File: config.mk
export PLATFORM = sky130hd
export DESIGN_NAME = pparch_koggstone_pipe_flat
export DESIGN_NICKNAME = d
export VERILOG_FILES = /design/src/rtl/pparch_koggstone_pipe_if.sv /design/src/rtl/pparch_koggstone_pipe.sv /design/src/flat_wrapper.sv
export SDC_FILE = /design/constraint.sdc
export NUM_CORES = 1
export LEC_CHECK = 0
export BUFFER_PORTS_ARGS = -buffer_cell sky130_fd_sc_hd__buf_2
export CAP_MARGIN = 10
export CORE_MARGIN = 5
export CORE_UTILIZATION = 50
export DETAILED_ROUTE_END_ITERATION = 7
export GPL_ROUTABILITY_DRIVEN = 0
export GPL_TIMING_DRIVEN = 0
export PLACE_DENSITY_LB_ADDON = 0.05
export SLEW_MARGIN = 30
export SYNTH_ARGS = -nofsm -noshare
export SYNTH_HDL_FRONTEND = slang
export SYNTH_SLANG_ARGS = --single-unit
File: constraint.sdc
create_clock -name clk -period 3.6 [get_ports clk]
set_clock_uncertainty 0.1 [all_clocks]
set_input_delay 0.18 -clock clk [delete_from_list [all_inputs] [get_ports clk]]
set_output_delay 0.18 -clock clk [all_outputs]
set_load 0.01 [all_outputs]
File: src/rtl/pparch_koggstone_pipe_if.sv
// Operand/result stream bundle for the pipelined Kogge-Stone adder.
// The master drives operands and out_ready; the slave (the adder) returns results.
interface pparch_koggstone_pipe_if #(
   parameter int WIDTH = 16
);
   logic             in_valid;
   logic             in_ready;
   logic [WIDTH-1:0] a;
   logic [WIDTH-1:0] b;
   logic             cin;
   logic             sub;
   logic             out_valid;
   logic             out_ready;
   logic [WIDTH-1:0] sum;
   logic             cout;
   logic             ovf;

   modport master (
      output in_valid, a, b, cin, sub, out_ready,
      input  in_ready, out_valid, sum, cout, ovf
   );

   modport slave (
      input  in_valid, a, b, cin, sub, out_ready,
      output in_ready, out_valid, sum, cout, ovf
   );
endinterface

File: src/rtl/pparch_koggstone_pipe.sv
// Pipelined Kogge-Stone adder/subtractor with valid/ready stream handshake.
// The carry-in is folded in as a generate at bit -1, so extended index j of the
// G/P vectors stands for original bit j-1 and every carry is a group generate
// reaching down to bit -1. PIPE_MASK selects which prefix levels are registered.
module pparch_koggstone_pipe #(
   parameter int         WIDTH     = 16,
   parameter logic [7:0] PIPE_MASK = 8'b0000_0000
) (
   input logic                   clk,
   input logic                   rst_n,
   pparch_koggstone_pipe_if.slave bus
);
   localparam int          LEVELS = $clog2(WIDTH);
   localparam int          N      = WIDTH + 1;
   localparam int          SPAN   = 1 << LEVELS;
   // For power-of-two widths the top group (WIDTH..-1) is one bit wider than the
   // tree covers, so the output stage adds one final grey cell below it.
   localparam int          TOP_LO = (WIDTH >= SPAN) ? WIDTH - SPAN : 0;
   localparam logic [31:0] MASK   = 32'(PIPE_MASK);

   // Single global stall: everything holds while a result waits downstream.
   logic advance;
   assign advance      = ~(bus.out_valid & ~bus.out_ready);
   assign bus.in_ready = advance;

   // Stage 0: operand pre-processing.
   logic [WIDTH-1:0] b_eff;
   logic             c0;
   assign b_eff = bus.sub ? ~bus.b : bus.b;
   assign c0    = bus.sub ? 1'b1 : bus.cin;

   logic             s0_valid;
   logic [N-1:0]     s0_g;
   logic [N-1:0]     s0_p;
   logic [WIDTH-1:0] s0_po;

   // Stage 0 valid bit: captures a beat exactly when one is accepted.
   always_ff @(posedge clk or negedge rst_n) begin
      if (!rst_n)       s0_valid <= 1'b0;
      else if (advance) s0_valid <= bus.in_valid;
   end

   // Stage 0 data: bit -1 carries c0 as a generate with a zero propagate.
   // NOTE: datapath registers have no reset; the valid bits alone qualify them.
   always_ff @(posedge clk) begin
      if (advance) begin
         s0_g  <= {bus.a & b_eff, c0};
         s0_p  <= {bus.a ^ b_eff, 1'b0};
         s0_po <= bus.a ^ b_eff;
      end
   end

   // Per-level combinational results and their (optionally used) registers.
   logic [N-1:0]     g_d  [LEVELS];
   logic [N-1:0]     p_d  [LEVELS];
   logic [WIDTH-1:0] po_d [LEVELS];
   logic             v_d  [LEVELS];
   logic [N-1:0]     g_q  [LEVELS];
   logic [N-1:0]     p_q  [LEVELS];
   logic [WIDTH-1:0] po_q [LEVELS];
   logic             v_q  [LEVELS];

   logic [N-1:0]     g_cur, p_cur, g_nxt, p_nxt;
   logic [WIDTH-1:0] po_cur;
   logic             v_cur;

   // Prefix tree walk; a masked level feeds the next level from its register.
   always_comb begin
      // NOTE: every variable gets a value before any branch, so no latch is inferred.
      g_cur  = s0_g;
      p_cur  = s0_p;
      po_cur = s0_po;
      v_cur  = s0_valid;
      g_nxt  = '0;
      p_nxt  = '0;
      for (int k = 0; k < LEVELS; k++) begin
         g_nxt = g_cur;
         p_nxt = p_cur;
         for (int j = 1 << k; j < N; j++) begin
            g_nxt[j] = g_cur[j] | (p_cur[j] & g_cur[j - (1 << k)]);
            // Black cell keeps the group propagate; a grey cell's group now
            // includes p[-1] = 0, so its propagate is zero and never read again.
            p_nxt[j] = (j >= (2 << k)) ? (p_cur[j] & p_cur[j - (1 << k)]) : 1'b0;
         end
         g_d[k]  = g_nxt;
         p_d[k]  = p_nxt;
         po_d[k] = po_cur;
         v_d[k]  = v_cur;
         if (MASK[k]) begin
            g_cur  = g_q[k];
            p_cur  = p_q[k];
            po_cur = po_q[k];
            v_cur  = v_q[k];
         end else begin
            g_cur  = g_nxt;
            p_cur  = p_nxt;
         end
      end
   end

   // Level valid bits; unmasked levels' registers are never read.
   always_ff @(posedge clk or negedge rst_n) begin
      if (!rst_n) begin
         for (int k = 0; k < LEVELS; k++) v_q[k] <= 1'b0;
      end else if (advance) begin
         for (int k = 0; k < LEVELS; k++) v_q[k] <= v_d[k];
      end
   end

   // Level datapath registers.
   always_ff @(posedge clk) begin
      if (advance) begin
         for (int k = 0; k < LEVELS; k++) begin
            g_q[k]  <= g_d[k];
            p_q[k]  <= p_d[k];
            po_q[k] <= po_d[k];
         end
      end
   end

   // Output stage: carries into bits 0..WIDTH-1 are g_cur[WIDTH-1:0].
   logic [WIDTH-1:0] sum_d;
   logic             cout_d;
   logic             ovf_d;
   assign sum_d  = po_cur ^ g_cur[WIDTH-1:0];
   assign cout_d = g_cur[WIDTH] | (p_cur[WIDTH] & g_cur[TOP_LO]);
   assign ovf_d  = g_cur[WIDTH-1] ^ cout_d;

   // Result register: cleared on reset, held while stalled.
   always_ff @(posedge clk or negedge rst_n) begin
      if (!rst_n) begin
         bus.out_valid <= 1'b0;
         bus.sum       <= '0;
         bus.cout      <= 1'b0;
         bus.ovf       <= 1'b0;
      end else if (advance) begin
         bus.out_valid <= v_cur;
         bus.sum       <= sum_d;
         bus.cout      <= cout_d;
         bus.ovf       <= ovf_d;
      end
   end
endmodule

File: src/flat_wrapper.sv
// flat-port wrapper written by rule: the top's interface ports become plain ports
module pparch_koggstone_pipe_flat 
#(
   parameter int         WIDTH     = 16,
   parameter logic [7:0] PIPE_MASK = 8'b0000_0000
)
  (clk, rst_n, bus_in_valid, bus_a, bus_b, bus_cin, bus_sub, bus_out_ready, bus_in_ready, bus_out_valid, bus_sum, bus_cout, bus_ovf);
  pparch_koggstone_pipe_if #(.WIDTH(WIDTH)) bus_i ();
  input logic clk;
  input logic rst_n;
  input wire logic [$bits(bus_i.in_valid)-1:0] bus_in_valid;
  input wire logic [$bits(bus_i.a)-1:0] bus_a;
  input wire logic [$bits(bus_i.b)-1:0] bus_b;
  input wire logic [$bits(bus_i.cin)-1:0] bus_cin;
  input wire logic [$bits(bus_i.sub)-1:0] bus_sub;
  input wire logic [$bits(bus_i.out_ready)-1:0] bus_out_ready;
  output wire logic [$bits(bus_i.in_ready)-1:0] bus_in_ready;
  output wire logic [$bits(bus_i.out_valid)-1:0] bus_out_valid;
  output wire logic [$bits(bus_i.sum)-1:0] bus_sum;
  output wire logic [$bits(bus_i.cout)-1:0] bus_cout;
  output wire logic [$bits(bus_i.ovf)-1:0] bus_ovf;
  assign bus_i.in_valid = bus_in_valid;
  assign bus_i.a = bus_a;
  assign bus_i.b = bus_b;
  assign bus_i.cin = bus_cin;
  assign bus_i.sub = bus_sub;
  assign bus_i.out_ready = bus_out_ready;
  assign bus_in_ready = bus_i.in_ready;
  assign bus_out_valid = bus_i.out_valid;
  assign bus_sum = bus_i.sum;
  assign bus_cout = bus_i.cout;
  assign bus_ovf = bus_i.ovf;
  pparch_koggstone_pipe #(.WIDTH(WIDTH), .PIPE_MASK(PIPE_MASK)) u_core (.clk(clk), .rst_n(rst_n), .bus(bus_i));
endmodule
==> flow_metrics.env <==
export IMPL_clk_pin_slew_ns=0.09
export IMPL_hpwl_um=4110
export IMPL_critPathLaunchType="flip-flop"
export IMPL_fin_cells=373
export IMPL_critPathCaptureType="output port"
export IMPL_dominantRegCellSynth="edfxtp_1"
export IMPL_seqPwrFrac=0.519
export IMPL_synth_top_area_frac=0.361
export IMPL_die_x_um=84.1
export IMPL_synth_nets=290
export IMPL_post_place_ws_ns=1.63
export IMPL_p_switching_mw=0.540
export IMPL_synthCells=235
export IMPL_viasPerCell=5.18
export IMPL_setup_violations=0
export IMPL_outcome="completed"
export IMPL_r2r_setup_slack_ns=1.64
export IMPL_layout_common_cells="buf_2, edfxtp_1, a21oi_1, nand2_1, dfrtp_1"
export IMPL_post_place_cells=363
export IMPL_rsz0062_at_grt="no"
export IMPL_mostFrequentLayoutCell="buf_2"
export IMPL_portBuffers=56
export IMPL_final_util=0.597
export IMPL_holdWs_ns=0.0437
export IMPL_grt_pass1_wl_um=9140
export IMPL_insertion_delay_ns=0.30
export IMPL_synth_area_leaders="edfxtp_1, dfrtp_1, ha_1"
export IMPL_final_period_utilization=0.642
export IMPL_synth_edf_count=33
export IMPL_cts_tree="built"
export IMPL_synth_cell_types=46
export IMPL_diodes=0
export IMPL_crit_required_ns=3.32
export IMPL_wirelength_um=5420
export IMPL_synthArstFlopShare=0.377
export IMPL_power_frac_comb=0.280
export IMPL_drt_iter0_markers=77
export IMPL_p_sw_frac=0.316
export IMPL_gr_total_overflow=0
export IMPL_vias=1934
export IMPL_grt_start_max_net_pins=44
export IMPL_path_class="flip-flop to output port"
export IMPL_worstPathArrival_ns=2.03
export IMPL_row_count=27
export IMPL_synth_seq_cells=53
export IMPL_fin_area_um2=3230
export IMPL_regArea_um2=1490
export IMPL_yosysWarnings=0
export IMPL_multi_input_area_um2=1180
export IMPL_cap_violations=0
export IMPL_netlist_area_um2=2750
export IMPL_area_delta_synth_final_pct=17.5
export IMPL_dieHeight_um=84.1
export IMPL_slew_headroom=0.637
export IMPL_finalHoldViolations=0
export IMPL_wire_per_inst_um=14.5
export IMPL_cts_root_buf="clkbuf_8"
export IMPL_cellPowerDensity_nw_per_um2=530
export IMPL_drv_slew=0
export IMPL_clockBufferDepth=2
export IMPL_antenna_found_initial=0
export IMPL_fin_tns_setup_ns=0
export IMPL_final_setup_worst_slack_ns=1.29
export IMPL_hp_class="input port to flip-flop"
export IMPL_max_vdd_ir_drop_mv=0.231
export IMPL_drtPass1Iterations=4
export IMPL_yosysSeqAreaShare=0.543
export IMPL_min_period_ns=2.31
export IMPL_worst_pin_slew_ns=0.545
export IMPL_drc_errors=0
export IMPL_detail_route_antenna_nets=0
export IMPL_clock_sinks=53
export IMPL_place_area_um2=3120
export IMPL_die_area_um2=7080
export IMPL_cellLeakagePower_nw=1.37
export IMPL_clkPwrFrac=0.201
export IMPL_internal_power_mw=1.17
export IMPL_start_util=0.508
export IMPL_grt_pass1_vias=1895
export IMPL_drive_gt1_frac=0.266
export IMPL_core_um2=5410
export IMPL_cts_htree_levels=2
export IMPL_nFillCells=483
export IMPL_syn_avg_cell_area_um2=11.7
export IMPL_cts_made_buffers=5
export IMPL_yosys_area_top_type="edfxtp_1"
export IMPL_final_nets=355
export IMPL_crit_fanout=43
export IMPL_p_total_mw=1.71
export IMPL_track_usage=0.160
export IMPL_io_pins=58
export IMPL_fmax_ghz=0.432
cell families after synthesis:
kind of cell,after synthesis,share of synthesized area
adders and majority gates,17,0.0774
AOI/OAI and AO/OA,64,0.160
buffers and inverters,13,0.0278
and+or+nand+nor,61,0.106
DFF,53,0.543
xor gates and xnor gates,27,0.0861
final cells by class:
cell class,count,share of cell area
sequential,53,0.462
tap,72,0.0279
clock buffer,8,0.0279
inverter,4,0.00465
timing repair buffer,58,0.0931
buffer,9,0.0190
multi-input combinational,169,0.365
path summary, 6_finish.rpt:
check	depth (start not counted)	end	from
setup / recovery	5	bus_in_ready	u_core.bus.out_valid$_DFFE_PN0N_
hold / removal	2	u_core.s0_g[0]$_SDFFCE_PP1N_	bus_cin
setup reg to reg	7	u_core.bus.sum[13]$_DFFE_PN0N_	u_core.po_cur[0]$_DFFE_PN_
hold reg to reg	2	u_core.bus.sum[0]$_DFFE_PN0N_	u_core.bus.sum[0]$_DFFE_PN0N_
max in group asynchronous	2	u_core.bus.sum[10]$_DFFE_PN0N_	rst_n
min in group asynchronous	2	u_core.bus.sum[14]$_DFFE_PN0N_	rst_n
sequential cells by signal, summed over array words and instances, names as in the netlist:
signal,count
u_core.s0_valid,1
u_core.bus.out_valid,1
u_core.bus.cout,1
u_core.s0_g,17
u_core.bus.sum,16
u_core.po_cur,16
u_core.bus.ovf,1
layer usage:
metal | GRT usage | up-vias | wire length (um)
li1 | - | 982 | -
met1 | 0.229 | 899 | 2620
met2 | 0.249 | 51 | 2490
met3 | 0.0395 | 2 | 291
met4 | 0.0307 | 0 | 15
met5 | 0 | - | 0
synthesized netlist by cell type, drive strengths merged, types with 5 or more instances:
master and instances:
edfxtp 33, a21oi 25, dfrtp 20, nand2 20, xor2 18, ha 17
nor2 16, o21ai 10, xnor2 9, nand3 7, a21o 5, buf 5
o21a 5
what timing repair did:
| action | 4_1_cts | 5_1_grt |
|---|---|---|
| buffers inserted | 0 | 0 |
| hold endpoints to repair | 21 | 0 |
| setup endpoints to repair | 0 | 0 |
| hold buffers | 2 | 0 |
| gates resized for setup | 0 | 0 |
worst max-delay path, cell delays in order (launching register included):
cell      delay, ns
dfrtp_1        0.34
nor2b_1        0.13
clkbuf_1       0.32
clkinv_1       0.39
buf_6          0.34
buf_2          0.19
power by group through the flow:
| stage | Clock (mW) | Combinational (mW) | Sequential, mW |
|---|---|---|---|
| final | 0.344 | 0.479 | 0.888 |
| after global routing | 0.380 | 0.539 | 0.909 |
| after CTS | 0.354 | 0.489 | 0.891 |
| after detailed placement | 0 | 0.485 | 0.904 |
| after global placement | 0 | 0.473 | 0.897 |
| after floorplan | 0 | 0.282 | 0.918 |
Power figures use the tool's default switching activity.
